**src/rtl/control_sequencer_pkg.sv**
```systemverilog
// Shared encodings for the hardwired control sequencer: opcode values, FSM states,
// instruction classes and the bit positions of the datapath control bundle.
package control_sequencer_pkg;

  localparam int CTRL_BITS     = 24;
  localparam int CTRL_PCOUT    = 0;
  localparam int CTRL_MAR_EN   = 1;
  localparam int CTRL_INC_PC   = 2;
  localparam int CTRL_ZLOW_IN  = 3;
  localparam int CTRL_ZLOW_OUT = 4;
  localparam int CTRL_PC_EN    = 5;
  localparam int CTRL_MDR_READ = 6;
  localparam int CTRL_MDR_EN   = 7;
  localparam int CTRL_MDR_OUT  = 8;
  localparam int CTRL_IR_EN    = 9;
  localparam int CTRL_GRA      = 10;
  localparam int CTRL_GRB      = 11;
  localparam int CTRL_GRC      = 12;
  localparam int CTRL_BA_OUT   = 13;
  localparam int CTRL_Y_EN     = 14;
  localparam int CTRL_C_OUT    = 15;
  localparam int CTRL_R_IN     = 16;
  localparam int CTRL_R_OUT    = 17;
  localparam int CTRL_RAM_WR   = 18;
  localparam int CTRL_ZHIGH_IN = 19;
  localparam int CTRL_ZHIGH_OUT= 20;
  localparam int CTRL_HI_EN    = 21;
  localparam int CTRL_LO_EN    = 22;
  localparam int CTRL_CON_EN   = 23;

  localparam logic [31:0] OP_LD   = 32'd0;
  localparam logic [31:0] OP_LDI  = 32'd1;
  localparam logic [31:0] OP_ST   = 32'd2;
  localparam logic [31:0] OP_ADD  = 32'd3;   // add..rol occupy 3..11
  localparam logic [31:0] OP_ROL  = 32'd11;
  localparam logic [31:0] OP_ADDI = 32'd12;
  localparam logic [31:0] OP_ANDI = 32'd13;
  localparam logic [31:0] OP_MUL  = 32'd14;
  localparam logic [31:0] OP_DIV  = 32'd15;
  localparam logic [31:0] OP_ORI  = 32'd16;
  localparam logic [31:0] OP_NOP  = 32'd25;
  localparam logic [31:0] OP_HALT = 32'd26;

  typedef enum logic [3:0] {
    S_IDLE, S_T0, S_T1, S_T2, S_T3, S_T4, S_T5, S_T6, S_T7, S_HALT
  } state_e;

  typedef enum logic [3:0] {
    CL_LD, CL_LDI, CL_ST, CL_ALU, CL_ALUI, CL_MULDIV, CL_NOP, CL_HALT, CL_ILL
  } op_class_e;

  function automatic op_class_e decode_op(input logic [31:0] op);
    if (op == OP_LD)                     return CL_LD;
    if (op == OP_LDI)                    return CL_LDI;
    if (op == OP_ST)                     return CL_ST;
    if (op >= OP_ADD && op <= OP_ROL)    return CL_ALU;
    if (op == OP_ADDI || op == OP_ANDI || op == OP_ORI) return CL_ALUI;
    if (op == OP_MUL || op == OP_DIV)    return CL_MULDIV;
    if (op == OP_NOP)                    return CL_NOP;
    if (op == OP_HALT)                   return CL_HALT;
    return CL_ILL;
  endfunction

endpackage

```
**src/rtl/control_sequencer_wait_counter.sv**
```systemverilog
// Memory wait counter: cleared whenever the sequencer is not waiting on memory,
// counts each stalled cycle, and flags the cycle in which the wait budget is used up.
module seq_wait_counter #(
  parameter int WAIT_MAX = 15
) (
  input  logic Clock,
  input  logic Clear,
  input  logic clr,
  input  logic inc,
  output logic at_limit
);

  localparam int CNT_W = $clog2(WAIT_MAX + 2);

  logic [CNT_W-1:0] count;

  always_ff @(posedge Clock or negedge Clear) begin
    if (!Clear) begin
      count <= '0;
    end else if (clr) begin
      count <= '0;
    end else if (inc) begin
      count <= count + 1'b1;
    end
  end

  assign at_limit = (count == CNT_W'(WAIT_MAX));

endmodule

```
**src/rtl/control_sequencer.sv**
```systemverilog
// Hardwired multi-cycle control unit: fetch T0..T2, decode in T3, execute up to T7,
// with Mem_ready stalls, run/idle control, halt and memory-timeout handling.
import control_sequencer_pkg::*;

module control_sequencer #(
  parameter int OPCODE_W = 5,
  parameter int STEP_W   = 4,
  parameter int CTRL_W   = 24,
  parameter int WAIT_MAX = 15
) (
  input  logic                Clock,
  input  logic                Clear,
  input  logic                Run,
  input  logic [OPCODE_W-1:0] IR_opcode,
  input  logic                Mem_ready,
  output logic [CTRL_W-1:0]   ctrl_o,
  output logic [STEP_W-1:0]   step_o,
  output logic                Halted,
  output logic                Illegal_op,
  output logic                Mem_timeout
);

  state_e    state, state_nx, done_nx;
  op_class_e cls, cls_nx;
  logic      mem_step, mem_wait, at_limit, timeout_now;

  seq_wait_counter #(.WAIT_MAX(WAIT_MAX)) u_wait (
    .Clock    (Clock),
    .Clear    (Clear),
    .clr      (!mem_wait),
    .inc      (mem_wait),
    .at_limit (at_limit)
  );

  function automatic logic [CTRL_BITS-1:0] ctrl_rom(input state_e s, input op_class_e c,
                                                    input logic first);
    logic [CTRL_BITS-1:0] b;
    b = '0;
    case (s)
      S_T0: begin
        b[CTRL_PCOUT] = 1'b1; b[CTRL_MAR_EN] = 1'b1;
        b[CTRL_INC_PC] = 1'b1; b[CTRL_ZLOW_IN] = 1'b1;
      end
      S_T1: begin
        b[CTRL_ZLOW_OUT] = 1'b1; b[CTRL_PC_EN] = first;
        b[CTRL_MDR_READ] = 1'b1; b[CTRL_MDR_EN] = 1'b1;
      end
      S_T2: begin
        b[CTRL_MDR_OUT] = 1'b1; b[CTRL_IR_EN] = 1'b1;
      end
      S_T3: begin
        case (c)
          CL_LD, CL_LDI, CL_ST: begin
            b[CTRL_GRB] = 1'b1; b[CTRL_BA_OUT] = 1'b1; b[CTRL_Y_EN] = 1'b1;
          end
          CL_ALU, CL_ALUI, CL_MULDIV: begin
            b[CTRL_GRB] = 1'b1; b[CTRL_R_OUT] = 1'b1; b[CTRL_Y_EN] = 1'b1;
          end
          default: ;
        endcase
      end
      S_T4: begin
        b[CTRL_ZLOW_IN] = 1'b1;
        b[CTRL_ZHIGH_IN] = (c == CL_MULDIV);
        // Register-register forms read Rc; immediate and address forms take C.
        if (c == CL_ALU || c == CL_MULDIV) begin
          b[CTRL_GRC] = 1'b1; b[CTRL_R_OUT] = 1'b1;
        end else begin
          b[CTRL_C_OUT] = 1'b1;
        end
      end
      S_T5: begin
        b[CTRL_ZLOW_OUT] = 1'b1;
        case (c)
          CL_LD, CL_ST: b[CTRL_MAR_EN] = 1'b1;
          CL_MULDIV:    b[CTRL_LO_EN] = 1'b1;
          default: begin
            b[CTRL_GRA] = 1'b1; b[CTRL_R_IN] = 1'b1;
          end
        endcase
      end
      S_T6: begin
        case (c)
          CL_LD: begin
            b[CTRL_MDR_READ] = 1'b1; b[CTRL_MDR_EN] = 1'b1;
          end
          CL_ST: begin
            b[CTRL_GRA] = 1'b1; b[CTRL_R_OUT] = 1'b1; b[CTRL_MDR_EN] = 1'b1;
          end
          default: begin
            b[CTRL_ZHIGH_OUT] = 1'b1; b[CTRL_HI_EN] = 1'b1;
          end
        endcase
      end
      S_T7: begin
        if (c == CL_ST) begin
          b[CTRL_RAM_WR] = 1'b1;
        end else begin
          b[CTRL_MDR_OUT] = 1'b1; b[CTRL_GRA] = 1'b1; b[CTRL_R_IN] = 1'b1;
        end
      end
      default: ;
    endcase
    return b;
  endfunction

  function automatic logic [3:0] step_of(input state_e s);
    if (s >= S_T0 && s <= S_T7) return 4'(s - S_T0);
    return 4'd0;
  endfunction

  // IR is loaded on the edge leaving T2, so the opcode is captured on that same edge
  // and T3's registered controls already reflect the decoded instruction.
  always_comb begin
    cls_nx      = (state == S_T2) ? decode_op(32'(IR_opcode)) : cls;
    mem_step    = (state == S_T1) || (state == S_T6 && cls == CL_LD) ||
                  (state == S_T7 && cls == CL_ST);
    mem_wait    = mem_step && !Mem_ready;
    timeout_now = mem_wait && at_limit;
    done_nx     = Run ? S_T0 : S_IDLE;

    state_nx = state;
    case (state)
      S_IDLE: if (Run) state_nx = S_T0;
      S_T0:   state_nx = S_T1;
      S_T1:   if (!mem_wait) state_nx = S_T2;
      S_T2:   state_nx = S_T3;
      S_T3: begin
        case (cls)
          CL_HALT:        state_nx = S_HALT;
          CL_NOP, CL_ILL: state_nx = done_nx;
          default:        state_nx = S_T4;
        endcase
      end
      S_T4:   state_nx = S_T5;
      S_T5: begin
        if (cls == CL_LD || cls == CL_ST || cls == CL_MULDIV) state_nx = S_T6;
        else state_nx = done_nx;
      end
      S_T6: begin
        if (cls == CL_MULDIV) state_nx = done_nx;
        else if (!mem_wait)   state_nx = S_T7;
      end
      S_T7:   if (!mem_wait) state_nx = done_nx;
      S_HALT: state_nx = S_HALT;
      default: state_nx = S_IDLE;
    endcase
    if (timeout_now) state_nx = S_HALT;
  end

  // Outputs are registered from the next state so they only change on the clock edge.
  always_ff @(posedge Clock or negedge Clear) begin
    if (!Clear) begin
      state       <= S_IDLE;
      cls         <= CL_NOP;
      ctrl_o      <= '0;
      step_o      <= '0;
      Halted      <= 1'b0;
      Illegal_op  <= 1'b0;
      Mem_timeout <= 1'b0;
    end else begin
      state       <= state_nx;
      cls         <= cls_nx;
      ctrl_o      <= CTRL_W'(ctrl_rom(state_nx, cls_nx, state != S_T1));
      step_o      <= STEP_W'(step_of(state_nx));
      Halted      <= (state_nx == S_HALT);
      Illegal_op  <= (state == S_T2) && (cls_nx == CL_ILL);
      if (timeout_now) Mem_timeout <= 1'b1;
    end
  end

endmodule

```
**config.mk**
```make
export PLATFORM = sky130hd
export DESIGN_NAME = control_sequencer
export DESIGN_NICKNAME = d
export VERILOG_FILES = /design/src/rtl/control_sequencer_pkg.sv /design/src/rtl/control_sequencer_wait_counter.sv /design/src/rtl/control_sequencer.sv
export SDC_FILE = /design/constraint.sdc
export NUM_CORES = 1
export LEC_CHECK = 0
export ABC_AREA = 1
export CAP_MARGIN = 10
export CORE_MARGIN = 5
export CORE_UTILIZATION = 57
export CTS_BUF_LIST = sky130_fd_sc_hd__clkbuf_4 sky130_fd_sc_hd__clkbuf_8 sky130_fd_sc_hd__clkbuf_16
export CTS_CLUSTER_SIZE = 30
export DETAILED_ROUTE_END_ITERATION = 6
export PLACE_DENSITY = 0.83
export SKIP_LAST_GASP = 1
export SLEW_MARGIN = 20
export SYNTH_ARGS = -nofsm -noshare
export SYNTH_HDL_FRONTEND = slang
export SYNTH_HIERARCHICAL = 1
export SYNTH_SLANG_ARGS = --single-unit
```
**constraint.sdc**
```tcl
create_clock -name Clock -period 6.2 [get_ports Clock]
set_input_delay 1.24 -clock Clock [delete_from_list [all_inputs] [get_ports Clock]]
set_output_delay 1.24 -clock Clock [all_outputs]
set_load 0.005 [all_outputs]
```
; ---- Word-level counts from Yosys, hierarchy flattened
; Cells that the tools add are included.
[word_totals]
regBits = 43
out_inout_bits = 31
[op_classes]
n_addsub = 2
n_lt_le_gt_ge = 4
n_eq_ne = 40
n_mux = 103
reduce_logical = 28
[ops]
columns = op, count
row1 = 2-to-1 mux 4 bit, 30
row2 = 2-to-1 mux 1 bit, 60
row3 = "equality test 4 x 3 -> 1 bit, second input constant", 13
row4 = case mux 4 bit (10 select lines), 1
row5 = "equality test 4 x 2 -> 1 bit, second input constant", 7
row6 = "equality test 5 x 4 -> 1 bit, second input constant", 5
row7 = "equality test 4 bit, second input constant", 6
row8 = "equality test 5 bit, second input constant", 3
row9 = "equality test 4 x 1 -> 1 bit, second input constant", 3
row10 = logical NOT 4 bit, 3
row11 = OR reduction 3 bit, 3
row12 = logical OR 1 bit, 8
row13 = case mux 4 bit (2 select lines), 1
row14 = OR reduction 2 bit, 4
row15 = logical AND 1 bit, 7
row16 = 2-to-1 mux 2 bit, 3
row17 = case mux 1 bit (2 select lines), 3
row18 = case mux 1 bit (3 select lines), 2
row19 = OR reduction 6 bit, 1
row20 = "adder 5 x 1 -> 5 bit, second input constant", 1
row21 = "equality test 5 x 1 -> 1 bit, second input constant", 1
row22 = "equality test 5 x 2 -> 1 bit, second input constant", 1
row23 = "greater-or-equal comparator 5 x 2 -> 1 bit, second input constant", 1
row24 = "<= comparator 5 x 4 -> 1 bit, second input constant", 1
row25 = other kinds (9), 9

; ---- Depth between registers and ports, before layout
[depth]
word_depth = 43
depth_mapped = 18
ltp_nobuf = 18

; ---- By module
; The synthesis kept the hierarchy.
[by_module_without_submodules]
columns = mod, n_inst, cells_each, area_each_um2, seq_area_each_um2
row1 = control_sequencer, 1, 246, 2019.4, 878.3
row2 = seq_wait_counter, 1, 31, 264.0, 125.1

; ---- Worst setup path after synthesis
; OpenSTA, ideal clock, no wires.
[synth_timing]
path_kind = input to register
start = in Mem_ready
end = reg step_o[3]
setup_time_ns = 0.117
arrival_ns = 2.499
t_required_ns = 6.083
path_slack_ns = 3.584
stages = 14
path_cell_list = inv_1 > nand2_4 > inv_4 > nand2_4 > nand4_1 > inv_1 > ha_1 > inv_1 > nor2_1 > nand2_2 > nand3_2 > nand2_1 > nand2_1 > nor2_1
[synth_between]
elab_chain_cells = 10
word_cells_on_any_way = 16
[synth_rtl]
columns = element, line_no
row1 = start: declaration, control_sequencer.sv:15  ; input logic Mem_ready,
row2 = logical NOT 1 bit *, control_sequencer.sv:118  ; mem_wait = mem_step && !Mem_ready;
row3 = logical AND 1 bit *, control_sequencer.sv:118
row4 = named net mem_wait, control_sequencer.sv:25  ; logic mem_step, mem_wait, at_limit, timeout_now;
row5 = 2-to-1 mux 4 bit, control_sequencer.sv:142  ; else if (!mem_wait) state_nx = S_T7;
row6 = 2-to-1 mux 4 bit, control_sequencer.sv:141  ; if (cls == CL_MULDIV) state_nx = done_nx;
row7 = case mux 4 bit (10 select lines), control_sequencer.sv:123  ; case (state)
row8 = 2-to-1 mux 4 bit *, control_sequencer.sv:148  ; if (timeout_now) state_nx = S_HALT;
row9 = named net state_nx[0], control_sequencer.sv:23  ; state_e state, state_nx, done_nx;
row10 = greater-or-equal comparator 4 x 1 -> 1 bit / <= comparator 4 bit (equally long branches), control_sequencer.sv:108  ; if (s >= S_T0 && s <= S_T7) return 4'(s - S_T0);
row11 = logical AND 1 bit, control_sequencer.sv:108
row12 = 2-to-1 mux 1 bit, control_sequencer.sv:108
row13 = 2-to-1 mux 4 bit *, control_sequencer.sv:109  ; return 4'd0;
row14 = end signal: assignment, control_sequencer.sv:165  ; step_o <= STEP_W'(step_of(state_nx));
row15 = end: declaration, control_sequencer.sv:17  ; output logic [STEP_W-1:0] step_o,
; The timed path passes the listed nets; every way through them passes the cells marked *. The select of a mux whose other input is x is not followed.
; A chain may end at the register's enable or synchronous reset.

; ---- Worst setup path after layout
; Same ends and word-level chain as after synthesis.

==> impl_metrics.csv <==
group,metric,value,unit
clocking,cts_tree,"done",
clocking,htreeDepth,2,
flow_run,maxCapViolCount,0,
grt,grt_pass1_wl,7859,um
final_layout,finalNetCount,334,
detailed_routing,drc_errors,0,
floorplanning,core-area,3943,sq um
setup_path,cp-end-kind,"flop",
grt,busiest_layer,"met2",
power_and_ir_drop,p_leak,1.525,nW
yosys,syn_avg_cell_area,8.243,sq um
floorplanning,die_h,73.30,um
yosys,ys_seq_area_share,43.95,%
detailed_routing,vias_per_cell,5.095,
floorplanning,initial_core_util,57.92,%
detailed_routing,drt_iter0_markers,80,
detailed_routing,wl_per_cell,12.25,um
grt,grt_pass1_vias,1790,
yosys,synth.ff_latch_count,40,
clocking,post_cts.repair.setup_buffers,0,
place,place_area,2691,sq um
floorplanning,io-pin-count,40,
timing,finalSetupViolations,0,
timing,rsz0062_at_grt,"no",
grt,antenna_found_initial,0,
final_layout,drive_gt1_share,16.93,%
setup_path,cp_max_fo,7,
place,routabilityCongestion,0.8630,
final_layout,antenna_cells,0,
timing,finalMaxSlewViolations,0,
grt,grt_overflow,0,
power_and_ir_drop,powerDensity,516.3,nW/um^2
timing,period_minus_slack,2.968,ns
grt,grt_max_degree,41,
place,portBuffers,38,
grt,track_usage,18.86,%
power_and_ir_drop,ir_drop,312.1,uV
yosys,synth_cells,277,
yosys,yosysWarnings,6,
yosys,synth_nets,293,
setup_path,critPathArrivalTime,3.16,ns
clocking,numCtsBuffers,5,
timing,tightest_slew,0.8609,ns
clocking,clockRootBuffer,"clkbuf_8",
place,dp_hpwl,3538,um
setup_path,critical_path_required,6.39,ns
timing,setup_tns,0,ns
grt,use_met2,31.38,%
detailed_routing,postRouteAntennaNets,0,
final_layout,syn2layout_area_growth,22.90,%
yosys,yosysUniqueCellTypes,32,
floorplanning,fp.dieW,73.30,um
status,status,"finished clean",
floorplanning,rows,23,
setup_path,start_kind,"primary input",
detailed_routing,routed_wl,4521,um
timing,post-route-period-util,47.88,%
detailed_routing,routed-via-count,1880,
clocking,clock_sinks,40,
yosys,synth_area,2283,sq um
clocking,cts_resized,0,
clocking,cts.clk_slew.worst_paths,0.08,ns
timing,hold-worst-slack,0.4782,ns
timing,slew_headroom,42.61,%
place,pre_cts_slack,2.924,ns
clocking,cts_max_path_buffers,2,
clocking,cts.hold.buffers_added,0,
timing,hold_viol_final,0,
timing,fmax,336.9,MHz
floorplanning,die_area,5372,sq um
detailed_routing,dr.pass1.iters,4,
clocking,clkLatencyLatePin,0.30,ns
final_layout,finalInstanceArea,2806,sq um
setup_path,path_class,"primary input to flop",
timing,setup_ws,3.232,ns
worst_hold_path,hold_path_class,"flop to flop",
timing,clock_skew,0.005138,ns
grt,grt_util_met1,24.34,%
grt,grtUsageMet3,4.378,%
final_layout,fin_util,71.18,%
registers in the layout, indices dropped and copies added (netlist names):
| signal | flops |
|---|---|
| Halted | 1 |
| Illegal_op | 1 |
| Mem_timeout | 1 |
| cls | 4 |
| ctrl_o | 20 |
| state | 4 |
| step_o | 4 |
| u_wait/count | 5 |
cells in the mapped netlist, drive strengths merged:
library cell	number	area, sq um
o211ai	1	7.510
a21boi	1	7.510
dfstp	2	52.55
nor3	2	15.01
conb	1	3.750
buf	4	30.03
nand3	27	180.2
a22oi	1	7.510
ha	7	87.58
o21ai	10	68.81
nand3b	2	27.53
nand2	75	354.1
inv	49	193.9
dfrtp	38	950.9
o31ai	1	12.51
nand4	7	43.79
a21oi	8	40.04
nor2	41	200.2
path summary, 6_finish.rpt:
| path | slack [ns] | to | from | cells past startpoint |
|---|---|---|---|---|
| setup / recovery | 3.23 | step_o[3] | Mem_ready | 15 |
| hold / removal | 0.48 | Mem_timeout | Mem_timeout | 2 |
| setup reg to reg | 3.74 | step_o[3] | state[0] | 16 |
| hold reg to reg | 0.48 | Mem_timeout | Mem_timeout | 2 |
| max in group asynchronous | 4.61 | Illegal_op | Clear | 1 |
| min in group asynchronous | 1.05 | u_wait/count[1] | Clear | 1 |
cells in the final DEF (no fill, tap or decap):
master	n
clkdlybuf4s50_1	37
dfstp_2	2
o21ai_0	4
o21ai_1	1
o211ai_1	1
a21oi_1	8
conb_1	1
inv_8	1
bufinv_16	1
nor3_2	1
o31ai_2	1
inv_4	1
buf_2	1
nor3_1	1
nand2_2	8
inv_6	1
clkinvlp_4	1
nand3b_4	1
dfrtp_1	38
nand2_4	7
nand3_4	2
nand2_1	60
inv_1	42
nor2_8	1
nand3b_1	1
a22oi_1	1
nor2_4	3
nand4_1	7
nand3_2	4
a21boi_1	1
nand3_1	21
nor2_2	3
ha_1	7
o21ai_2	5
inv_2	5
nor2_1	34
clkbuf_8	5
cell families after synthesis:
logic type	synth area share [%]
buf+inv	9.808
compound gates	6.301
other cells	0.1642
flops	43.95
fa+ha+maj	3.835
simple gates	35.95
report_power, final:
part / total (W) / switching [W] / leakage [nW] / internal, W
clock: 0.000218 / 0.0000973 / 0.0548 / 0.000121
combinational: 0.000843 / 0.000518 / 0.945 / 0.000325
sequential: 0.000388 / 0.0000409 / 0.525 / 0.000347
critical path: stages:
cell	delay [ns]
clkdlybuf4s50_1	0.45
inv_1	0.09
nand2_4	0.10
inv_4	0.06
nand2_4	0.12
nand4_1	0.26
inv_1	0.20
ha_1	0.18
inv_1	0.05
nor2_1	0.11
nand2_2	0.07
nand3_2	0.10
nand2_1	0.05
nand2_1	0.06
nor2_1	0.03
cell type report:
class	count	area, sq um
Sequential cell	40	1003
Clock buffer	5	68.82
Inverter	49	193.9
Multi-Input combinational cell	184	1056
Tap cell	50	62.56
Fill cell	289	1136
Clock inverter	3	46.29
Timing Repair Buffer	38	375.4
metal layers:
metal | vias to the layer above | part of all wire [%]
met1 | 882 | 43
met4 | 0 | 1.3
li1 | 945 | -
met2 | 48 | 51
met5 | - | 0
met3 | 5 | 4.7
stage by stage:
stage | power [W] | cells
final | 0.001449 | 369
after global routing | 0.001577 | 369
after CTS | 0.001458 | 369
after detailed placement | 0.001233 | 361
after global placement | 0.001213 | 361
after floorplan | 0.001002 | 277
No activity file was read; power rests on OpenSTA's default activity.
